## src/rtl/gearbox_64b_67b.sv

```systemverilog
// gearbox_64b_67b: RX gearbox repacking a 64-bit-per-word bitstream into 67-bit words
//   USER_CLK        in   1   receive user clock, rising edge
//   SYSTEM_RESET_N  in   1   asynchronous active-low reset
//   PASSTHROUGH     in   1   synchronous accumulator clear, suppresses output
//   DATA_IN         in   64  received bits, bit 0 earliest
//   DATA_IN_VALID   in   1   qualifies DATA_IN
//   DATA_OUT        out  67  repacked word, bit 0 earliest
//   DATA_OUT_VALID  out  1   one-cycle strobe per repacked word
//   FILL            out  7   residual bits held in the accumulator
module gearbox_64b_67b (
    input  logic        USER_CLK,
    input  logic        SYSTEM_RESET_N,
    input  logic        PASSTHROUGH,
    input  logic [63:0] DATA_IN,
    input  logic        DATA_IN_VALID,
    output logic [66:0] DATA_OUT,
    output logic        DATA_OUT_VALID,
    output logic [6:0]  FILL
);
    logic [66:0]  acc;
    logic [6:0]   fill;
    logic [130:0] mask;
    logic [130:0] comb;
    logic         emit;
    // residue bits above fill are stale, so mask them before merging the new word
    always_comb begin
        mask = ~({131{1'b1}} << fill);
        comb = ({64'd0, acc} & mask) | ({67'd0, DATA_IN} << fill);
        emit = fill >= 7'd3;
    end
    always_ff @(posedge USER_CLK or negedge SYSTEM_RESET_N) begin
        if (!SYSTEM_RESET_N) begin
            acc            <= '0;
            fill           <= '0;
            DATA_OUT       <= '0;
            DATA_OUT_VALID <= 1'b0;
        end else begin
            DATA_OUT_VALID <= 1'b0;
            if (PASSTHROUGH) begin
                fill <= '0;
            end else if (DATA_IN_VALID) begin
                if (emit) begin
                    DATA_OUT       <= comb[66:0];
                    DATA_OUT_VALID <= 1'b1;
                    acc            <= {3'd0, comb[130:67]};
                    fill           <= fill - 7'd3;
                end else begin
                    acc  <= comb[66:0];
                    fill <= fill + 7'd64;
                end
            end
        end
    end
    assign FILL = fill;
endmodule

```

## config.mk

```make
export PLATFORM = sky130hd
export DESIGN_NAME = gearbox_64b_67b
export DESIGN_NICKNAME = d
export VERILOG_FILES = /design/src/rtl/gearbox_64b_67b.sv
export SDC_FILE = /design/constraint.sdc
export NUM_CORES = 1
export LEC_CHECK = 0
export ABC_AREA = 1
export BUFFER_PORTS_ARGS = -buffer_cell sky130_fd_sc_hd__buf_2
export CORE_UTILIZATION = 24
export CTS_CLUSTER_SIZE = 28
export DETAILED_ROUTE_END_ITERATION = 8
export REMOVE_ABC_BUFFERS = 1
export SKIP_CTS_REPAIR_TIMING = 1
export SYNTH_ARGS = -nofsm -noshare
export SYNTH_HDL_FRONTEND = slang
export SYNTH_SLANG_ARGS = --single-unit
```

## constraint.sdc

```tcl
create_clock -name USER_CLK -period 4.23 [get_ports USER_CLK]
set_clock_uncertainty 0.15 [all_clocks]
set_input_delay 0.2115 -clock USER_CLK [delete_from_list [all_inputs] [get_ports USER_CLK]]
set_output_delay 0.2115 -clock USER_CLK [all_outputs]
set_load 0.01 [all_outputs]
```

======== After elaboration in Yosys (flattened, before gate mapping) ========
Cells that the tools add are included.
word-level totals
  register bits ........................... 142
  input bits .............................. 68
  output and inout bits ................... 75
  word-level logic and storage cells ...... 23
operators by class
  add/subtract/negate cells ............... 2
  order comparisons ....................... 1
  shift-type cells ........................ 2
  mux-type cells .......................... 7
  bitwise logic cells ..................... 4
  reduce and logical (&&, ||, !) cells .... 3
operator list
  cell                                                               count
  bitwise AND 67 x 131 -> 131 bit                                    1
  NOT 131 bit                                                        1
  OR 131 bit                                                         1
  left shift 131 x 7 -> 131 bit, first input constant                1
  left shift 64 x 7 -> 131 bit                                       1
  two-way mux 67 bit                                                 1
  two-way mux 7 bit                                                  3
  adder 7 bit, second input constant                                 1
  greater-or-equal comparator 7 x 2 -> 1 bit, second input constant  1
  subtractor 7 x 2 -> 7 bit, second input constant                   1
  two-way mux 1 bit                                                  3
  AND reduction 3 bit                                                1
  AND reduction 2 bit                                                1
  nonzero test 2 bit                                                 1
  NOT 1 bit                                                          1

======== Logic depth before layout (Yosys ltp) ========
  depth in word-level cells ............... 5
  depth in mapped cells ................... 15
  depth with buffers taken out ............ 13

======== Worst setup path after synthesis ========
OpenSTA, ideal clock, no wires.
  kind .................................... register to register
  from .................................... register fill[2] (netlist: FILL[2])
  to ...................................... register acc[2]
  library setup time ...................... 124 ps
  arrival ................................. 1856 ps
  required time ........................... 3956 ps
  slack ................................... 2100 ps
  cell stages (with the launch flop) ...... 13
  buffers on the path ..................... 3
  period minus slack after synthesis ...... 2130 ps
  path through ............................ dfrtp_1 buf_2 inv_2 buf_4 buf_4 ha_1 inv_1 nor2_1 nand2_1 o21ai_0 o21ai_0 o211ai_1 nand2_1
on the way
  longest elaborated chain between the ends .. 5
  elaborated cells between the ends (all ways) .. 7
  those cells by class .................... order compare (1); shift (2); mux (1); bitwise (3)
ends and longest elaborated chain
  what                             line  text
  from (decl)                      21    logic [6:0] fill;
  from (signal assigned)           46    fill <= fill - 7'd3;
  from (signal assigned)           49    fill <= fill + 7'd64;
  left shift 131 x 7 -> 131 bit    27    mask = ~({131{1'b1}} << fill);
  NOT 131 bit                      27
  bitwise AND 67 x 131 -> 131 bit  28    comb = ({64'd0, acc} & mask) | ({67'd0, DATA_IN} << fill);
  OR 131 bit                       28
  two-way mux 67 bit *             42    if (emit) begin
  to (signal assigned)             45    acc <= {3'd0, comb[130:67]};
  to (signal assigned)             48    acc <= comb[66:0];
  to (decl)                        20    logic [66:0] acc;
Every way passes the cells marked *; elsewhere a longest branch is shown, timed or not.
A chain may end at the register's enable or synchronous reset.

======== Worst setup path after layout ========
  from .................................... register fill[0] (netlist: FILL[0])
  to ...................................... register acc[40]
Same word-level chain as after synthesis.

==> out/results.tsv <==
stage	metric	value	unit
grt	grt.overflow.total	0	
sta	period_needed	3.06	ns
logic_synthesis	synth_seq_cells	142	
grt	grt_pass1_vias	14100	
drt	average_detailed_routed_wire_length_per_instance	21.6	um
floorplan	die-area	52300	um2
sta	timing.final.hold_violations	0	
grt	grt_max_degree	88	
drt	iteration_count_of_the_initial_detailed_routing_pass	6	
power	leakage	6.87	nW
grt	wire_length_of_the_first_global_routing_pass	90800	um
drt	route.antenna.remaining_nets	0	
worst_setup_path	critical_path_peak_fanout	37	
worst_setup_path	critical_path_start_end_classification	flop to flop	
logic_synthesis	seq_area_frac_synth	28.8	%
worst_setup_path	cp.arrival	3.30	ns
logic_synthesis	synth_area_per_cell	6.05	um2
worst_setup_path	setup.worst_path.start_class	flop	
placement	port_buffers	142	
logic_synthesis	postSynth.asyncResetShare	100	%
run	drv_cap	0	
logic_synthesis	netlist_area_pre_place	12300	um2
sta	final-max-slew-violation-count	0	
min_path	hold_path_class	primary input to asynchronous set/reset pin	
sta	actual_slew_at_the_worst_max_slew_pin	0.963	ns
clock_network	clock_tree_from_tritoncts	yes	
clock_network	cts_buffers	17	
drt	wl	60300	um
sta	report.final.setup_viol	0	
floorplan	core.rowCount	82	
sta	post-route-period-util	72.4	%
logic_synthesis	ys.warnings.count	0	
power	intPower	5.74	mW
finish	final_net_count	2175	
clock_network	clk_transition_reported_paths	0.08	ns
finish	leading_cell_types_in_the_layout_fill_and_taps_excluded	sky130_fd_sc_hd__nand2_1, sky130_fd_sc_hd__nand3_1, sky130_fd_sc_hd__buf_2, sky130_fd_sc_hd__dfrtp_1, sky130_fd_sc_hd__nor2_1	
floorplan	initial_utilization	24.4	%
logic_synthesis	number_of_different_library_cells_in_the_post_synthesis_netlist	41	
logic_synthesis	synth_edf_count	0	
finish	proportion_of_layout_cells_with_a_drive_suffix_above_1	12.5	%
worst_setup_path	worstSetupEndpointType	flop	
floorplan	dieHeight	229	um
drt	detail_route.iter0.violations	2351	
finish	syn_to_final_growth	15.3	%
power	total_power	14.6	mW
logic_synthesis	syn-instance-count	2039	
worst_setup_path	crit_required	4.47	ns
clock_network	insertion_delay	0.45	ns
finish	antenna_cells_inserted	0	
clock_network	clk_path_buf_depth	2	
power	worst_ir_drop_vdd	0.588	mV
finish	layout.cells.non_filler	2786	
power	clockPowerShare	10.9	%
clock_network	cts_root_buf	sky130_fd_sc_hd__clkbuf_16	
power	power.density	1030	nW/um2
floorplan	placeableCoreArea	50500	um2
sta	timing.max_slew.rel_slack	35.8	%
placement	placed_cells_incl_taps	2751	
sta	grt_setup_unrepaired	false	
floorplan	die-width	229	um
power	power_frac_seq	16.5	%
placement	dp_hpwl	44900	um
power	switchingPower	8.85	mW
grt	global_route.usage.total	22.8	%
drt	via_per_inst	5.54	
clock_network	ctsHtreeMaxLevel	4	
drt	route.vias.total	15400	
power	switching_share	60.7	%
logic_synthesis	most_instantiated_flip_flop_cell_in_the_synthesis_netlist	sky130_fd_sc_hd__dfrtp_1	
power	p_comb_share	72.5	%
sta	max_freq	326	MHz
clock_network	cts_sinks	142	
grt	antenna_found_initial	0	
finish	mostFrequentLayoutCell	sky130_fd_sc_hd__nand2_1	
drt	post-route-drc-count	0	
placement	routabilityCongestion	1.03	
floorplan	num_io_pins	143	
outcome	run_status	finished clean	
[synth_stat cells, drive strengths merged (2+ instances only)]
library cell | instances | area [um2]
nand2 | 672 | 2520
nand3 | 637 | 3190
dfrtp | 142 | 3550
o21ai | 109 | 557
buf | 105 | 561
nor2 | 98 | 404
inv | 58 | 218
a21oi | 44 | 220
clkbuf | 41 | 154
a31oi | 37 | 231
o211ai | 30 | 225
or2 | 14 | 87.6
a22oi | 10 | 75.1
nand4 | 8 | 65.1
ha | 6 | 75.1
and2 | 5 | 31.3
o22ai | 4 | 25.0
clkinv | 3 | 12.5
xor2 | 3 | 26.3
a211oi | 2 | 15.0
a21o | 2 | 15.0
o31ai | 2 | 15.0
[power by group through the flow]
stage | Clock, mW | Sequential [mW] | Combinational [mW]
detailed placement | 0 | 2.42 | 10.2
global route | 1.66 | 2.49 | 11.4
finish | 1.59 | 2.41 | 10.6
floorplan | 0 | 2.78 | 5.76
global placement | 0 | 2.43 | 10.2
CTS | 1.61 | 2.41 | 10.3
[kinds of logic after synthesis]
family / count (synthesis) / synth area share, %
AOI/OAI and AO/OA: 245 / 11.5
xor gates and xnor gates: 3 / 0.213
DFF: 142 / 28.8
and+or+nand+nor: 1436 / 51.2
adders and majority gates: 6 / 0.609
buffers and inverters: 207 / 7.66
[metrics by stage]
step           area (um2)  util (%)  setup WS [ns]  TNS (ns)  hold WS [ns]
6_report            14200      28.2           1.17         0         0.203
4_1_cts             14200      28.1           1.26         0        -0.279
2_1_floorplan       11600         -          -5.32   -404.88        -0.234
3_3_place_gp        13600      26.9           1.29         0         0.211
3_5_place_dp        13600      26.9           1.27         0         0.173
5_1_grt             14200      28.2          0.985         0         0.328
[sequential cells by signal (all words and copies together) (netlist names)]
name / flops
FILL: 7
DATA_OUT_VALID: 1
DATA_OUT: 67
acc: 67
[layout make-up]
cell class	instances	area [um2]
clock buffer	19	443
clock inverter	13	155
fill	5790	36300
inverter	61	230
multi-input combinational	1690	7860
sequential	142	3560
tap	672	841
timing repair buffer	189	1140
[path summary, 6_finish.rpt]
check / from / end / slack [ns] / cells past startpoint
max in group asynchronous: SYSTEM_RESET_N / acc[55] / 2.79 / 3
min in group USER_CLK: DATA_OUT[37] / DATA_OUT[37] / 0.32 / 2
worst min register to register: DATA_OUT[37] / DATA_OUT[37] / 0.32 / 2
worst min-delay path: SYSTEM_RESET_N / acc[30] / 0.20 / 2
worst max register to register: FILL[0] / acc[40] / 1.17 / 12
worst max-delay path: FILL[0] / acc[40] / 1.17 / 12
[per-layer routing]
| metal | vias up | wire [um] | global-route usage, % |
|---|---|---|---|
| li1 | 7090 | - | - |
| met1 | 7212 | 25400 | 31.2 |
| met2 | 997 | 26400 | 34.8 |
| met3 | 137 | 6030 | 4.37 |
| met4 | 0 | 2530 | 9.33 |
| met5 | - | 0 | 0 |
[critical path, cell delays in order, from the launching register on]
cell and delay (ns):
sky130_fd_sc_hd__dfrtp_2 0.41, sky130_fd_sc_hd__inv_2 0.56, sky130_fd_sc_hd__buf_4 0.42, sky130_fd_sc_hd__nand2_1 0.12, sky130_fd_sc_hd__nand3_1 0.11, sky130_fd_sc_hd__nand3_1 0.15, sky130_fd_sc_hd__nand3_1 0.21, sky130_fd_sc_hd__nand3_1 0.26
sky130_fd_sc_hd__o211ai_1 0.23, sky130_fd_sc_hd__nand3_1 0.13, sky130_fd_sc_hd__nand2_1 0.11, sky130_fd_sc_hd__nand2_1 0.05, sky130_fd_sc_hd__nand2_1 0.07
Power figures use the tool's default switching activity.
